File: src/rtl/hazard_pkg.sv
// Shared types and helpers for the MIPS hazard/sequencing controller.
package hazard_pkg;

  typedef enum logic [1:0] {
    FWD_RF  = 2'b00,
    FWD_WB  = 2'b01,
    FWD_MEM = 2'b10
  } fwd_sel_e;

  typedef enum logic [1:0] {
    IDLE = 2'b00,
    ACC  = 2'b01,
    EXEC = 2'b10
  } mul_state_e;

  localparam int MUL_CNT_W = 4;

  // Memory-stage result is younger than Writeback, so it wins when both match.
  function automatic fwd_sel_e fwd_select(
    input logic       regwrite_m,
    input logic [4:0] writereg_m,
    input logic       regwrite_w,
    input logic [4:0] writereg_w,
    input logic [4:0] src
  );
    if (regwrite_m && (writereg_m != 5'd0) && (writereg_m == src))
      return FWD_MEM;
    else if (regwrite_w && (writereg_w != 5'd0) && (writereg_w == src))
      return FWD_WB;
    else
      return FWD_RF;
  endfunction

endpackage

File: src/rtl/hazard_if.sv
// Pipeline-side signals of the hazard controller: register tags in, stall/flush/forward controls out.
interface hazard_if
  import hazard_pkg::*;
#(
  parameter int CNT_W = 32
) ();

  logic [4:0]       rsD, rtD;
  logic             muladdD;
  logic [4:0]       rsE, rtE;
  logic [4:0]       writeregE, writeregM, writeregW;
  logic             regwriteE, regwriteM, regwriteW;
  logic             memtoregE;
  logic             pcsrcM;
  logic             stallF, stallD;
  logic             flushD, flushE;
  fwd_sel_e         fwdAE, fwdBE;
  logic             stall_state;
  logic             stallDMUL;
  logic             mul_busy;
  logic [CNT_W-1:0] stall_cycles;

  modport master (
    output rsD, rtD, muladdD, rsE, rtE,
    output writeregE, writeregM, writeregW,
    output regwriteE, regwriteM, regwriteW, memtoregE, pcsrcM,
    input  stallF, stallD, flushD, flushE, fwdAE, fwdBE,
    input  stall_state, stallDMUL, mul_busy, stall_cycles
  );

  modport slave (
    input  rsD, rtD, muladdD, rsE, rtE,
    input  writeregE, writeregM, writeregW,
    input  regwriteE, regwriteM, regwriteW, memtoregE, pcsrcM,
    output stallF, stallD, flushD, flushE, fwdAE, fwdBE,
    output stall_state, stallDMUL, mul_busy, stall_cycles
  );

endinterface

File: src/rtl/mul_seq.sv
// MULADD sequencer: one accumulator-read cycle followed by execute cycles,
// holding the front end for MUL_CYCLES cycles in total.
module mul_seq
  import hazard_pkg::*;
#(
  parameter int MUL_CYCLES = 2
) (
  input  logic clk,
  input  logic reset,
  input  logic i_start,
  input  logic i_abort,
  output logic o_stall_state,
  output logic o_stall_dmul,
  output logic o_busy
);

  localparam logic [MUL_CNT_W-1:0] CNT_INIT = MUL_CNT_W'(MUL_CYCLES - 1);

  mul_state_e           r_state;
  logic [MUL_CNT_W-1:0] r_cnt;
  logic                 r_stall_state;
  logic                 r_stall_dmul;
  logic                 r_busy;

  // Outputs are registered alongside the state so they track it exactly.
  always_ff @(posedge clk or posedge reset) begin
    if (reset) begin
      r_state       <= IDLE;
      r_cnt         <= '0;
      r_stall_state <= 1'b0;
      r_stall_dmul  <= 1'b0;
      r_busy        <= 1'b0;
    end else if (i_abort) begin
      r_state       <= IDLE;
      r_cnt         <= '0;
      r_stall_state <= 1'b0;
      r_stall_dmul  <= 1'b0;
      r_busy        <= 1'b0;
    end else begin
      case (r_state)
        IDLE: begin
          if (i_start) begin
            r_state       <= ACC;
            r_stall_state <= 1'b1;
            r_stall_dmul  <= 1'b1;
            r_busy        <= 1'b1;
          end else begin
            r_stall_state <= 1'b0;
            r_stall_dmul  <= 1'b0;
            r_busy        <= 1'b0;
          end
        end
        ACC: begin
          r_state       <= EXEC;
          r_cnt         <= CNT_INIT;
          r_stall_state <= 1'b0;
          r_stall_dmul  <= (CNT_INIT != '0);
          r_busy        <= 1'b1;
        end
        EXEC: begin
          r_stall_state <= 1'b0;
          if (r_cnt != '0) begin
            r_cnt        <= r_cnt - MUL_CNT_W'(1);
            r_stall_dmul <= (r_cnt != MUL_CNT_W'(1));
            r_busy       <= 1'b1;
          end else begin
            r_state      <= IDLE;
            r_stall_dmul <= 1'b0;
            r_busy       <= 1'b0;
          end
        end
        default: begin
          r_state       <= IDLE;
          r_cnt         <= '0;
          r_stall_state <= 1'b0;
          r_stall_dmul  <= 1'b0;
          r_busy        <= 1'b0;
        end
      endcase
    end
  end

  assign o_stall_state = r_stall_state;
  assign o_stall_dmul  = r_stall_dmul;
  assign o_busy        = r_busy;

endmodule

File: src/rtl/hazard_ctrl.sv
// Hazard controller: forwarding selects, load-use stall, branch flush,
// MULADD sequencing and a stall-cycle counter for the performance monitor.
module hazard_ctrl
  import hazard_pkg::*;
#(
  parameter int MUL_CYCLES = 2,
  parameter int CNT_W      = 32
) (
  input  logic     clk,
  input  logic     reset,
  hazard_if.slave  hz
);

  logic             w_lwstall;
  logic             w_start;
  logic             w_stall;
  logic             w_stall_state;
  logic             w_stall_dmul;
  logic             w_busy;
  logic [CNT_W-1:0] r_stall_cycles;

  assign hz.fwdAE = fwd_select(hz.regwriteM, hz.writeregM, hz.regwriteW, hz.writeregW, hz.rsE);
  assign hz.fwdBE = fwd_select(hz.regwriteM, hz.writeregM, hz.regwriteW, hz.writeregW, hz.rtE);

  assign w_lwstall = hz.memtoregE & hz.regwriteE & (hz.writeregE != 5'd0) &
                     ((hz.writeregE == hz.rsD) | (hz.writeregE == hz.rtD));

  // A taken branch squashes the MULADD and must let the redirected PC load.
  assign w_start = hz.muladdD & ~w_lwstall & ~hz.pcsrcM;
  assign w_stall = (w_lwstall | w_stall_dmul) & ~hz.pcsrcM;

  mul_seq #(
    .MUL_CYCLES (MUL_CYCLES)
  ) u_mul_seq (
    .clk           (clk),
    .reset         (reset),
    .i_start       (w_start),
    .i_abort       (hz.pcsrcM),
    .o_stall_state (w_stall_state),
    .o_stall_dmul  (w_stall_dmul),
    .o_busy        (w_busy)
  );

  assign hz.stallF      = w_stall;
  assign hz.stallD      = w_stall;
  assign hz.flushD      = hz.pcsrcM;
  assign hz.flushE      = w_lwstall | hz.pcsrcM;
  assign hz.stall_state = w_stall_state;
  assign hz.stallDMUL   = w_stall_dmul;
  assign hz.mul_busy    = w_busy;

  always_ff @(posedge clk or posedge reset) begin
    if (reset)
      r_stall_cycles <= '0;
    else if (w_stall)
      r_stall_cycles <= r_stall_cycles + CNT_W'(1);
  end

  assign hz.stall_cycles = r_stall_cycles;

endmodule
File: src/flat_wrapper.sv
// flat-port wrapper written by rule: the top's interface ports become plain ports
module hazard_ctrl_flat import hazard_pkg::*;
#(
  parameter int MUL_CYCLES = 2,
  parameter int CNT_W      = 32
)
  (clk, reset, hz_rsD, hz_rtD, hz_muladdD, hz_rsE, hz_rtE, hz_writeregE, hz_writeregM, hz_writeregW, hz_regwriteE, hz_regwriteM, hz_regwriteW, hz_memtoregE, hz_pcsrcM, hz_stallF, hz_stallD, hz_flushD, hz_flushE, hz_fwdAE, hz_fwdBE, hz_stall_state, hz_stallDMUL, hz_mul_busy, hz_stall_cycles);
  hazard_if #(.CNT_W(CNT_W)) hz_i ();
  input  logic clk;
  input  logic reset;
  input wire logic [$bits(hz_i.rsD)-1:0] hz_rsD;
  input wire logic [$bits(hz_i.rtD)-1:0] hz_rtD;
  input wire logic [$bits(hz_i.muladdD)-1:0] hz_muladdD;
  input wire logic [$bits(hz_i.rsE)-1:0] hz_rsE;
  input wire logic [$bits(hz_i.rtE)-1:0] hz_rtE;
  input wire logic [$bits(hz_i.writeregE)-1:0] hz_writeregE;
  input wire logic [$bits(hz_i.writeregM)-1:0] hz_writeregM;
  input wire logic [$bits(hz_i.writeregW)-1:0] hz_writeregW;
  input wire logic [$bits(hz_i.regwriteE)-1:0] hz_regwriteE;
  input wire logic [$bits(hz_i.regwriteM)-1:0] hz_regwriteM;
  input wire logic [$bits(hz_i.regwriteW)-1:0] hz_regwriteW;
  input wire logic [$bits(hz_i.memtoregE)-1:0] hz_memtoregE;
  input wire logic [$bits(hz_i.pcsrcM)-1:0] hz_pcsrcM;
  output wire logic [$bits(hz_i.stallF)-1:0] hz_stallF;
  output wire logic [$bits(hz_i.stallD)-1:0] hz_stallD;
  output wire logic [$bits(hz_i.flushD)-1:0] hz_flushD;
  output wire logic [$bits(hz_i.flushE)-1:0] hz_flushE;
  output wire logic [$bits(hz_i.fwdAE)-1:0] hz_fwdAE;
  output wire logic [$bits(hz_i.fwdBE)-1:0] hz_fwdBE;
  output wire logic [$bits(hz_i.stall_state)-1:0] hz_stall_state;
  output wire logic [$bits(hz_i.stallDMUL)-1:0] hz_stallDMUL;
  output wire logic [$bits(hz_i.mul_busy)-1:0] hz_mul_busy;
  output wire logic [$bits(hz_i.stall_cycles)-1:0] hz_stall_cycles;
  assign hz_i.rsD = hz_rsD;
  assign hz_i.rtD = hz_rtD;
  assign hz_i.muladdD = hz_muladdD;
  assign hz_i.rsE = hz_rsE;
  assign hz_i.rtE = hz_rtE;
  assign hz_i.writeregE = hz_writeregE;
  assign hz_i.writeregM = hz_writeregM;
  assign hz_i.writeregW = hz_writeregW;
  assign hz_i.regwriteE = hz_regwriteE;
  assign hz_i.regwriteM = hz_regwriteM;
  assign hz_i.regwriteW = hz_regwriteW;
  assign hz_i.memtoregE = hz_memtoregE;
  assign hz_i.pcsrcM = hz_pcsrcM;
  assign hz_stallF = hz_i.stallF;
  assign hz_stallD = hz_i.stallD;
  assign hz_flushD = hz_i.flushD;
  assign hz_flushE = hz_i.flushE;
  assign hz_fwdAE = hz_i.fwdAE;
  assign hz_fwdBE = hz_i.fwdBE;
  assign hz_stall_state = hz_i.stall_state;
  assign hz_stallDMUL = hz_i.stallDMUL;
  assign hz_mul_busy = hz_i.mul_busy;
  assign hz_stall_cycles = hz_i.stall_cycles;
  hazard_ctrl #(.MUL_CYCLES(MUL_CYCLES), .CNT_W(CNT_W)) u_core (.clk(clk), .reset(reset), .hz(hz_i));
endmodule
File: config.mk
export PLATFORM = sky130hd
export DESIGN_NAME = hazard_ctrl_flat
export DESIGN_NICKNAME = d
export VERILOG_FILES = /design/src/rtl/hazard_pkg.sv /design/src/rtl/hazard_if.sv /design/src/rtl/mul_seq.sv /design/src/rtl/hazard_ctrl.sv /design/src/flat_wrapper.sv
export SDC_FILE = /design/constraint.sdc
export NUM_CORES = 1
export LEC_CHECK = 0
export CELL_PAD_IN_SITES_DETAIL_PLACEMENT = 0
export CELL_PAD_IN_SITES_GLOBAL_PLACEMENT = 1
export CORE_MARGIN = 2
export CORE_UTILIZATION = 37
export DETAILED_ROUTE_END_ITERATION = 7
export PLACE_DENSITY_LB_ADDON = 0.1
export SLEW_MARGIN = 20
export SYNTH_ARGS = -nofsm -noshare
export SYNTH_HDL_FRONTEND = slang
export SYNTH_SLANG_ARGS = --single-unit
File: constraint.sdc
create_clock -name clk -period 4.7 [get_ports clk]
set_clock_uncertainty 0.1 [all_clocks]
set_input_delay 0.94 -clock clk [delete_from_list [all_inputs] [get_ports clk]]
set_output_delay 0.94 -clock clk [all_outputs]
set_load 0.02 [all_outputs]
==> metrics.md <==
| Metric | Value |
|---|---|
| Outcome | `finished with violations` |
| Failing checks | `design-rule violations` |
| Multi-input logic area | `1390 µm²` |
| Max Root-Sink Buffers | `2` |
| Worst hold slack | `0.371 ns` |
| Drt total wl | `5.75 mm` |
| Fmax | `230 MHz` |
| Xor/xnor share of the synthesized area | `0.216` |
| Critical Path Source Type | `primary input` |
| Critical path class | `primary input to output port` |
| Die Area | `7350 µm²` |
| Sequential share of power | `0.410` |
| Root buffer cell | `clkbuf_8` |
| WP data required | `3.66 ns` |
| Die width | `85.7 µm` |
| Clock latency on the worst-skew pair | `0.30 ns` |
| Comb power frac | `0.243` |
| Worst Path Arrival | `3.31 ns` |
| Gr ovfl total | `0` |
| DP Wirelength | `4.45 mm` |
| Number of max-cap violations | `0` |
| Switching share of total power | `0.284` |
| Tmin final | `4.35 ns` |
| Vias in the first global route | `2065` |
| Leak | `1.52 nW` |
| Area growth from synthesis to layout | `43.1%` |
| Clock slew at reported path FFs | `0.09 ns` |
| Post-CTS Hold Buffers | `0` |
| Final setup vio count | `0` |
| Final #Nets | `386` |
| H-tree depth | `2` |
| Sink Count | `41` |
| Setup crit end kind | `output port` |
| Final hold violations | `0` |
| Fin crit share | `0.925` |
| Dpl cell area | `3400 µm²` |
| Worst VDD drop | `0.127 mV` |
| Mapped Nets | `297` |
| P_int | `0.000712 W` |
| Synth Area in Simple Gates | `0.221` |
| Post-CTS setup buffers | `0` |
| Clock buffer count from CTS | `5` |
| RSZ-0062 raised after global routing | `false` |
| GRT Total Usage | `0.164` |
| Post-DR wirelength/cell | `14.0 µm` |
| Die Y | `85.7 µm` |
| FF/Latch Area | `1030 µm²` |
| IO Port Bufs | `85` |
| Slew Limit Fails | `0` |
| Largest net degree at the start of global routing | `42` |
| Post-route DRC | `7` |
| Worst slew margin | `0.644` |
| First-pass GRT wire length | `9.63 mm` |
| Average size of a mapped cell | `10.1 µm²` |
| Starting density of the core | `0.385` |
| P per Cell Area | `281 nW/µm²` |
| Worst slew pin tran | `0.533 ns` |
| Syn Inst Count | `245` |
| Compound-Gate Fraction of Synth Area | `0.0719` |
| Cts repair resizes | `0` |
| RD Place Congestion | `0.778` |
| ANT cells | `0` |
| # IOs | `86` |
| Layout cell share with drive strength beyond 1 | `0.0448` |
| CP Max Fanout | `3` |
| Register area share after synthesis | `0.415` |
| DRT Pass-1 Iters | `8` |
| Post-synthesis mux area share | `0.00861` |
| Clk pwr share | `0.347` |
| Min-Delay Path Class | `register to register` |
| Routed vias/inst | `5.05` |
| Post-synthesis adder-cell area fraction | `0.0456` |
| Rows | `29` |
| Largest family of logic cells by synthesized area | `simple AND/OR/NAND/NOR gates` |
| DR vias | `2081` |
| CTS tree | `done` |
| Ys Warns | `0` |
| Remaining antenna violation count | `0` |
| Fillers | `580` |
| P_sw | `0.000283 W` |
| Setup TNS | `0 ns` |
| Initial antenna violation count | `0` |
| Total of flip-flops plus latches after synthesis | `41` |
| Yosys cell types | `40` |
| Mapped Area | `2470 µm²` |
| Fin area | `3540 µm²` |
| Initial DRC count | `73` |
| Core Footprint | `6420 µm²` |
-- cell usage after synthesis, drive strengths merged --
| cell type | n | area share |
|---|---|---|
| a211oi | 2 | 0.0061 |
| a21o | 1 | 0.0030 |
| a21oi | 2 | 0.0086 |
| a31oi | 4 | 0.010 |
| a41o | 2 | 0.013 |
| and2 | 2 | 0.0051 |
| and3 | 6 | 0.015 |
| and3b | 1 | 0.0035 |
| and4 | 5 | 0.019 |
| buf | 3 | 0.011 |
| clkbuf | 2 | 0.0030 |
| dfrtp | 41 | 0.42 |
| ha | 9 | 0.046 |
| inv | 5 | 0.0076 |
| mux2 | 1 | 0.0046 |
| mux2i | 1 | 0.0041 |
| nand2 | 21 | 0.032 |
| nand2b | 5 | 0.013 |
| nand3 | 14 | 0.028 |
| nand3b | 1 | 0.0030 |
| nand4 | 5 | 0.013 |
| nand4b | 2 | 0.0071 |
| nor2 | 12 | 0.019 |
| nor2b | 3 | 0.0076 |
| nor3 | 11 | 0.022 |
| nor3b | 3 | 0.0091 |
| nor4 | 4 | 0.010 |
| o21ai | 7 | 0.014 |
| o22ai | 1 | 0.0025 |
| o311a | 1 | 0.0086 |
| o31ai | 2 | 0.0061 |
| or3 | 1 | 0.0025 |
| or4 | 4 | 0.012 |
| xnor2 | 30 | 0.11 |
| xor2 | 31 | 0.11 |
-- sequential cells by signal, summed over array words and instances, names as in the netlist --
signal,flops
u_core.u_mul_seq.o_stall_dmul,1
u_core.u_mul_seq.r_state,2
u_core.u_mul_seq.o_stall_state,1
u_core.hz.stall_cycles,32
u_core.u_mul_seq.o_busy,1
u_core.u_mul_seq.r_cnt,4
-- placed cells by master (no fill, tap or decap), types with 2 or more instances in the layout --
| cell type | n |
|---|---|
| o31ai_1 | 2 |
| dfrtp_1 | 41 |
| or4_1 | 4 |
| nor2_1 | 11 |
| nor3b_1 | 3 |
| clkdlybuf4s50_1 | 85 |
| a31oi_1 | 4 |
| ha_1 | 9 |
| nor3_1 | 11 |
| bufinv_16 | 2 |
| nor2b_1 | 3 |
| and2_1 | 2 |
| a211oi_1 | 2 |
| nand2b_1 | 5 |
| nor4_1 | 4 |
| xor2_1 | 31 |
| nand3_1 | 14 |
| clkbuf_8 | 5 |
| inv_1 | 5 |
| xnor2_1 | 30 |
| nand4_1 | 5 |
| o21ai_0 | 7 |
| and4_1 | 4 |
| buf_4 | 2 |
| nand2_1 | 21 |
| nand4b_1 | 2 |
| and3_1 | 6 |
-- final timing paths --
| path | start | end | slack (ns) | cells after the start |
|---|---|---|---|---|
| max in group asynchronous | reset | u_core.u_mul_seq.o_busy$_DFF_PP0_ | 3.16 | 3 |
| worst max register to register | u_core.hz.stall_cycles[0]$_DFFE_PP0P_ | u_core.hz.stall_cycles[22]$_DFFE_PP0P_ | 2.72 | 7 |
| worst min register to register | u_core.hz.stall_cycles[31]$_DFFE_PP0P_ | u_core.hz.stall_cycles[31]$_DFFE_PP0P_ | 0.37 | 1 |
| worst min-delay path | u_core.hz.stall_cycles[31]$_DFFE_PP0P_ | u_core.hz.stall_cycles[31]$_DFFE_PP0P_ | 0.37 | 1 |
| min in group asynchronous | reset | u_core.hz.stall_cycles[27]$_DFFE_PP0P_ | 0.97 | 3 |
| worst max-delay path | hz_writeregM[1] | hz_fwdAE[0] | 0.35 | 6 |
-- power by group through the flow --
stage	Combinational (W)	Sequential (W)	Clock, W
finish	0.000242	0.000408	0.000345
floorplan	0.000102	0.000436	0
detailed placement	0.000245	0.000415	0
CTS	0.000245	0.000408	0.000356
global placement	0.000243	0.000415	0
global route	0.000264	0.000412	0.000367
-- cell families after synthesis --
family | after synthesis
simple gates | 100
xor+xnor | 61
flops | 41
mux | 2
compound gates | 22
buf+inv | 10
fa+ha+maj | 9
-- metal layers --
| layer | global-route usage | routed length [µm] | vias up |
|---|---|---|---|
| li1 | - | - | 1037 |
| met3 | 0.0366 | 341 | 7 |
| met5 | 0 | 0 | - |
| met4 | 0.0519 | 84 | 0 |
| met2 | 0.276 | 2720 | 64 |
| met1 | 0.211 | 2610 | 973 |
-- cell type report --
cell class                      count  share of cell area
Clock inverter                      3              0.0195
Clock buffer                        5              0.0195
Sequential cell                    41               0.290
Multi-Input combinational cell    194               0.394
Timing Repair Buffer               87               0.245
Tap cell                           77              0.0272
Inverter                            5             0.00531
-- through the flow --
| step | cells | total power (W) | setup slack, ns | util |
|---|---|---|---|---|
| floorplan | 245 | 0.000537 | 1.10 | - |
| global placement | 404 | 0.000658 | 0.395 | 0.529 |
| detailed placement | 404 | 0.000660 | 0.356 | 0.529 |
| CTS | 412 | 0.00101 | 0.330 | 0.551 |
| global route | 412 | 0.00104 | 0.206 | 0.551 |
| finish | 412 | 0.000994 | 0.353 | 0.551 |
-- critical path, cell delays in order --
cell             delay (ns)
clkdlybuf4s50_1        0.46
or4_1                  0.52
o21ai_0                0.25
nor4_1                 0.12
nor4_1                 0.35
clkdlybuf4s50_1        0.67
(Power assumes the default switching activity.)
